$ cat config.mk
export PLATFORM = sky130hd
export DESIGN_NAME = ex_mem_stage
export DESIGN_NICKNAME = d
export VERILOG_FILES = /design/src/rtl/ex_mem_stage.sv
export SDC_FILE = /design/constraint.sdc
export NUM_CORES = 1
export LEC_CHECK = 0
export ABC_AREA = 1
export CELL_PAD_IN_SITES_DETAIL_PLACEMENT = 0
export CELL_PAD_IN_SITES_GLOBAL_PLACEMENT = 1
export CORE_UTILIZATION = 23
export CTS_CLUSTER_SIZE = 8
export DETAILED_ROUTE_END_ITERATION = 10
export PLACE_DENSITY_LB_ADDON = 0.15
export SYNTH_ARGS = -nofsm -noshare
export SYNTH_HDL_FRONTEND = slang
export SYNTH_SLANG_ARGS = --single-unit
$ cat constraint.sdc
create_clock -name clk -period 8 [get_ports clk]
set_input_delay 2 -clock clk [delete_from_list [all_inputs] [get_ports clk]]
set_output_delay 2 -clock clk [all_outputs]
set_load 0.01 [all_outputs]
$ cat src/rtl/ex_mem_stage.sv
// ex_mem_stage: EX -> MEM pipeline register with valid/ready handshake.
//
// Define EX_MEM_SKID_EN to build the two-entry variant: an output register
// plus a skid register, with a registered ready_e. Without the macro, the
// stage is a single output register whose ready_e is combinational.
// The two builds produce the same M-port sequence for the same set of
// accepted payloads.

module ex_mem_stage #(
    parameter int XLEN = 32,
    parameter int RAW  = 5
) (
    input  logic            clk,
    input  logic            reset,

    input  logic            valid_e,
    output logic            ready_e,
    input  logic [XLEN-1:0] ALUResultE,
    input  logic [XLEN-1:0] WriteDataE,
    input  logic [XLEN-1:0] PCPlus4E,
    input  logic [RAW-1:0]  RdE,
    input  logic            PCJalSrcE,

    input  logic            flush,

    output logic            valid_m,
    input  logic            ready_m,
    output logic [XLEN-1:0] ALUResultM,
    output logic [XLEN-1:0] WriteDataM,
    output logic [XLEN-1:0] PCPlus4M,
    output logic [RAW-1:0]  RdM,
    output logic            PCJalSrcM
);

    // Payload is carried as one packed word so both registers share a layout:
    // {ALUResult, WriteData, PCPlus4, Rd, PCJalSrc}
    localparam int PW      = 3 * XLEN + RAW + 1;
    localparam int JAL_LSB = 0;
    localparam int RD_LSB  = 1;
    localparam int PC4_LSB = RAW + 1;
    localparam int WD_LSB  = PC4_LSB + XLEN;
    localparam int ALU_LSB = WD_LSB + XLEN;

    logic [PW-1:0] w_in_payload;
    logic [PW-1:0] r_out_payload;
    logic          r_valid_m;
    logic          w_drain;
    logic          w_accept;

    assign w_in_payload = {ALUResultE, WriteDataE, PCPlus4E, RdE, PCJalSrcE};

    // Output register is free this edge when empty or being consumed.
    assign w_drain = !r_valid_m || ready_m;

    assign valid_m    = r_valid_m;
    assign ALUResultM = r_out_payload[ALU_LSB +: XLEN];
    assign WriteDataM = r_out_payload[WD_LSB  +: XLEN];
    assign PCPlus4M   = r_out_payload[PC4_LSB +: XLEN];
    assign RdM        = r_out_payload[RD_LSB  +: RAW];
    assign PCJalSrcM  = r_out_payload[JAL_LSB];

`ifdef EX_MEM_SKID_EN

    logic          r_skid_valid;
    logic [PW-1:0] r_skid_payload;
    logic          r_ready_e;

    // ready_e is a flop that always mirrors NOT(skid valid), so the upstream
    // never sees a combinational path from ready_m.
    assign ready_e  = r_ready_e;
    assign w_accept = valid_e && r_ready_e && !flush;

    // Output/skid register update: skid refills the output first, new
    // payloads land in the output when it drains, otherwise in the skid.
    always_ff @(posedge clk or posedge reset) begin
        if (reset) begin
            r_valid_m      <= 1'b0;
            r_out_payload  <= '0;
            r_skid_valid   <= 1'b0;
            r_skid_payload <= '0;
            r_ready_e      <= 1'b1;
        end else if (flush) begin
            r_valid_m    <= 1'b0;
            r_skid_valid <= 1'b0;
            r_ready_e    <= 1'b1;
        end else if (w_drain) begin
            if (r_skid_valid) begin
                // ready_e was low, so nothing new can arrive this edge.
                r_out_payload <= r_skid_payload;
                r_valid_m     <= 1'b1;
                r_skid_valid  <= 1'b0;
                r_ready_e     <= 1'b1;
            end else if (w_accept) begin
                r_out_payload <= w_in_payload;
                r_valid_m     <= 1'b1;
            end else begin
                r_valid_m <= 1'b0;
            end
        end else if (w_accept) begin
            r_skid_payload <= w_in_payload;
            r_skid_valid   <= 1'b1;
            r_ready_e      <= 1'b0;
        end
    end

`else

    // Single-entry build: accept whenever the output register frees up.
    assign ready_e  = w_drain;
    assign w_accept = valid_e && w_drain && !flush;

    // Output register update: load on accept, empty on drain, clear on flush.
    always_ff @(posedge clk or posedge reset) begin
        if (reset) begin
            r_valid_m     <= 1'b0;
            r_out_payload <= '0;
        end else if (flush) begin
            r_valid_m <= 1'b0;
        end else if (w_accept) begin
            r_out_payload <= w_in_payload;
            r_valid_m     <= 1'b1;
        end else if (ready_m) begin
            r_valid_m <= 1'b0;
        end
    end

`endif

endmodule

==> qor.csv <==
metric;value;unit
finish.utilization;38.1;%
drv_cap;0;
power_leakage;0.00314;uW
grt.busiest_layer;met2;
critPathMaxStageDelay;540;ps
mostFrequentLayoutCells;210 x clkdlybuf4s50_1, 204 x nand2_1, 103 x dfrtp_1;
relSlewSlack;21.5;%
worst_pin_slew;1180;ps
htreeDepth;3;
place_hpwl;8000;um
use_met2;22.3;%
cts_buffers;9;
holdBufCountCts;0;
setup-tns-final;0;ps
peakVddDrop;0.121;mV
ios;211;
synth_cells;449;
syn_to_final_growth;61.9;%
clock_sink_count;103;
initial_core_util;23.6;%
synth_top_area_share;63.0;%
r2r_slack;6120;ps
ant_nets;0;
clockRootBuffer;clkbuf_16;
clockBufferDepth;2;
path_delay_family;buffers and inverters;
synth_top_cell_by_area;dfrtp_1;
max_clock_freq;0.195;GHz
yosys-top-cells-area;dfrtp_1 63%, nand2_1 19%, nand3_1 12%;
rsz0062_at_grt;no;
grt_pass1_wl;20400;um
clk_latency;340;ps
maxSlewViolCount;0;
port_buffers;210;
crit_chain;clkdlybuf4s50_1 > inv_2 > nand2_4 > clkdlybuf4s50_1;
die_height;135;um
syn_nets;556;
cp_num_buf_inv;3;
critPathArrivalTime;3140;ps
core_area;0.0174;mm^2
drtIter0Drc;218;
worstPathMaxFanout;4;
synth-seq-cells;103;
cpMostUsedCell;clkdlybuf4s50_1;
hold_viol;0;
synth_cell_types;12;
drc_errors;0;
critPathSlowestCell;clkdlybuf4s50_1;
fin_skew;5.04;ps
drtPass1Iterations;4;
drt_wl_total;12800;um
layout_commonest_cell;clkdlybuf4s50_1;
grt_pass1_vias;3761;
outcome;completed;
gp_congestion;0.753;
track_usage;14.5;%
insertedDiodeCount;0;
avgSynthCellArea;9.11;um^2
seq_area_frac_synth;63.0;%
clkSlewWorstSetupHoldPaths;60;ps
nets;747;
finalCritPeriodShare;64.2;%
use_met1;18.4;%
dieWidth;135;um
cts_tree;built;
grt_antenna_before_repair;0;
overflow;0;
drive_gt1_share;3.41;%
post_cts_buffers;0;
setup_viol;0;
yosysWarnings;0;
wire_per_inst;14.8;um
worstSetupEndpointType;output port;
post_cts_resized;0;
grt_max_degree;103;
dieArea;0.0183;mm^2
min_path_type;reg -> reg;
worstSetupPathType;in -> out;
use_met3;5.16;%
num_rows;48;
viasPerCell;4.29;
worstSetupStartpointType;input pin;
num_vias;3735;
min_period;5140;ps
synth_area;0.00409;mm^2
power.density;221;mW/mm^2
cp.required;6000;ps
where the power goes:
group          switching [uW]  internal [uW]  total [uW]
combinational             158            205         362
clock                     192            274         465
sequential               39.8            596         635
total                     389           1070        1460
kinds of logic after synthesis:
logic type,after synthesis,synth area share (%)
flip-flops,103,63.0
AO/OA/AOI/OAI,1,0.122
AND/OR/NAND/NOR,309,31.7
buffers and inverters,36,5.11
layer usage:
metal  up-vias  part of all wire (%)
met5         -                     0
met3        11                   9.4
met2       155                    45
met4         0                   1.4
met1      1761                    45
li1       1808                     -
cells in the mapped netlist:
library cell,n
buf_4,9
inv_2,2
inv_1,1
a21oi_1,1
dfrtp_1,103
clkbuf_1,2
buf_2,20
nand3_1,102
nand2_1,205
nor2_4,1
nand2_2,1
buf_6,2
state kept, by name, indices dropped and copies added (netlist names):
signal / cells
r_out_payload: 102
valid_m: 1
per-stage QoR:
| step | std cells | setup slack [ps] | power, uW | cell area (um^2) | hold WS (ps) |
|---|---|---|---|---|---|
| after CTS | 870 | 2850 | 1490 | 6620 | 475 |
| final | 870 | 2860 | 1460 | 6620 | 468 |
| after floorplan | 449 | 3300 | 774 | 4090 | 506 |
| after detailed placement | 854 | 2850 | 1010 | 6310 | 457 |
| after global routing | 870 | 2830 | 1550 | 6620 | 491 |
| after global placement | 854 | 2830 | 1010 | 6310 | 453 |
final cells by class:
class                      count  area (um^2)
clock buffer                  12          236
inverter                       3         13.8
tap                          225          282
sequential                   103         2580
multi-input combinational    310         1320
timing repair buffer         213         2120
fill                        1746        10700
clock inverter                 4         70.1
tightest hold or removal path, stage by stage, from the launching register on:
cell and delay, ps:
dfrtp_1 340, nand2_1 50, nand2_1 50
worst paths after layout:
check                                                   start                       endpoint  depth (start not counted)
max in group asynchronous                               reset            valid_m$_DFFE_PP0P_                          3
worst min register to register  r_out_payload[77]$_DFFE_PP0P_  r_out_payload[77]$_DFFE_PP0P_                          2
min in group asynchronous                               reset  r_out_payload[37]$_DFFE_PP0P_                          2
worst min-delay path            r_out_payload[77]$_DFFE_PP0P_  r_out_payload[77]$_DFFE_PP0P_                          2
worst max register to register            valid_m$_DFFE_PP0P_  r_out_payload[19]$_DFFE_PP0P_                          4
worst max-delay path                                  ready_m                        ready_e                          4
No activity file was read; power rests on OpenSTA's default activity.
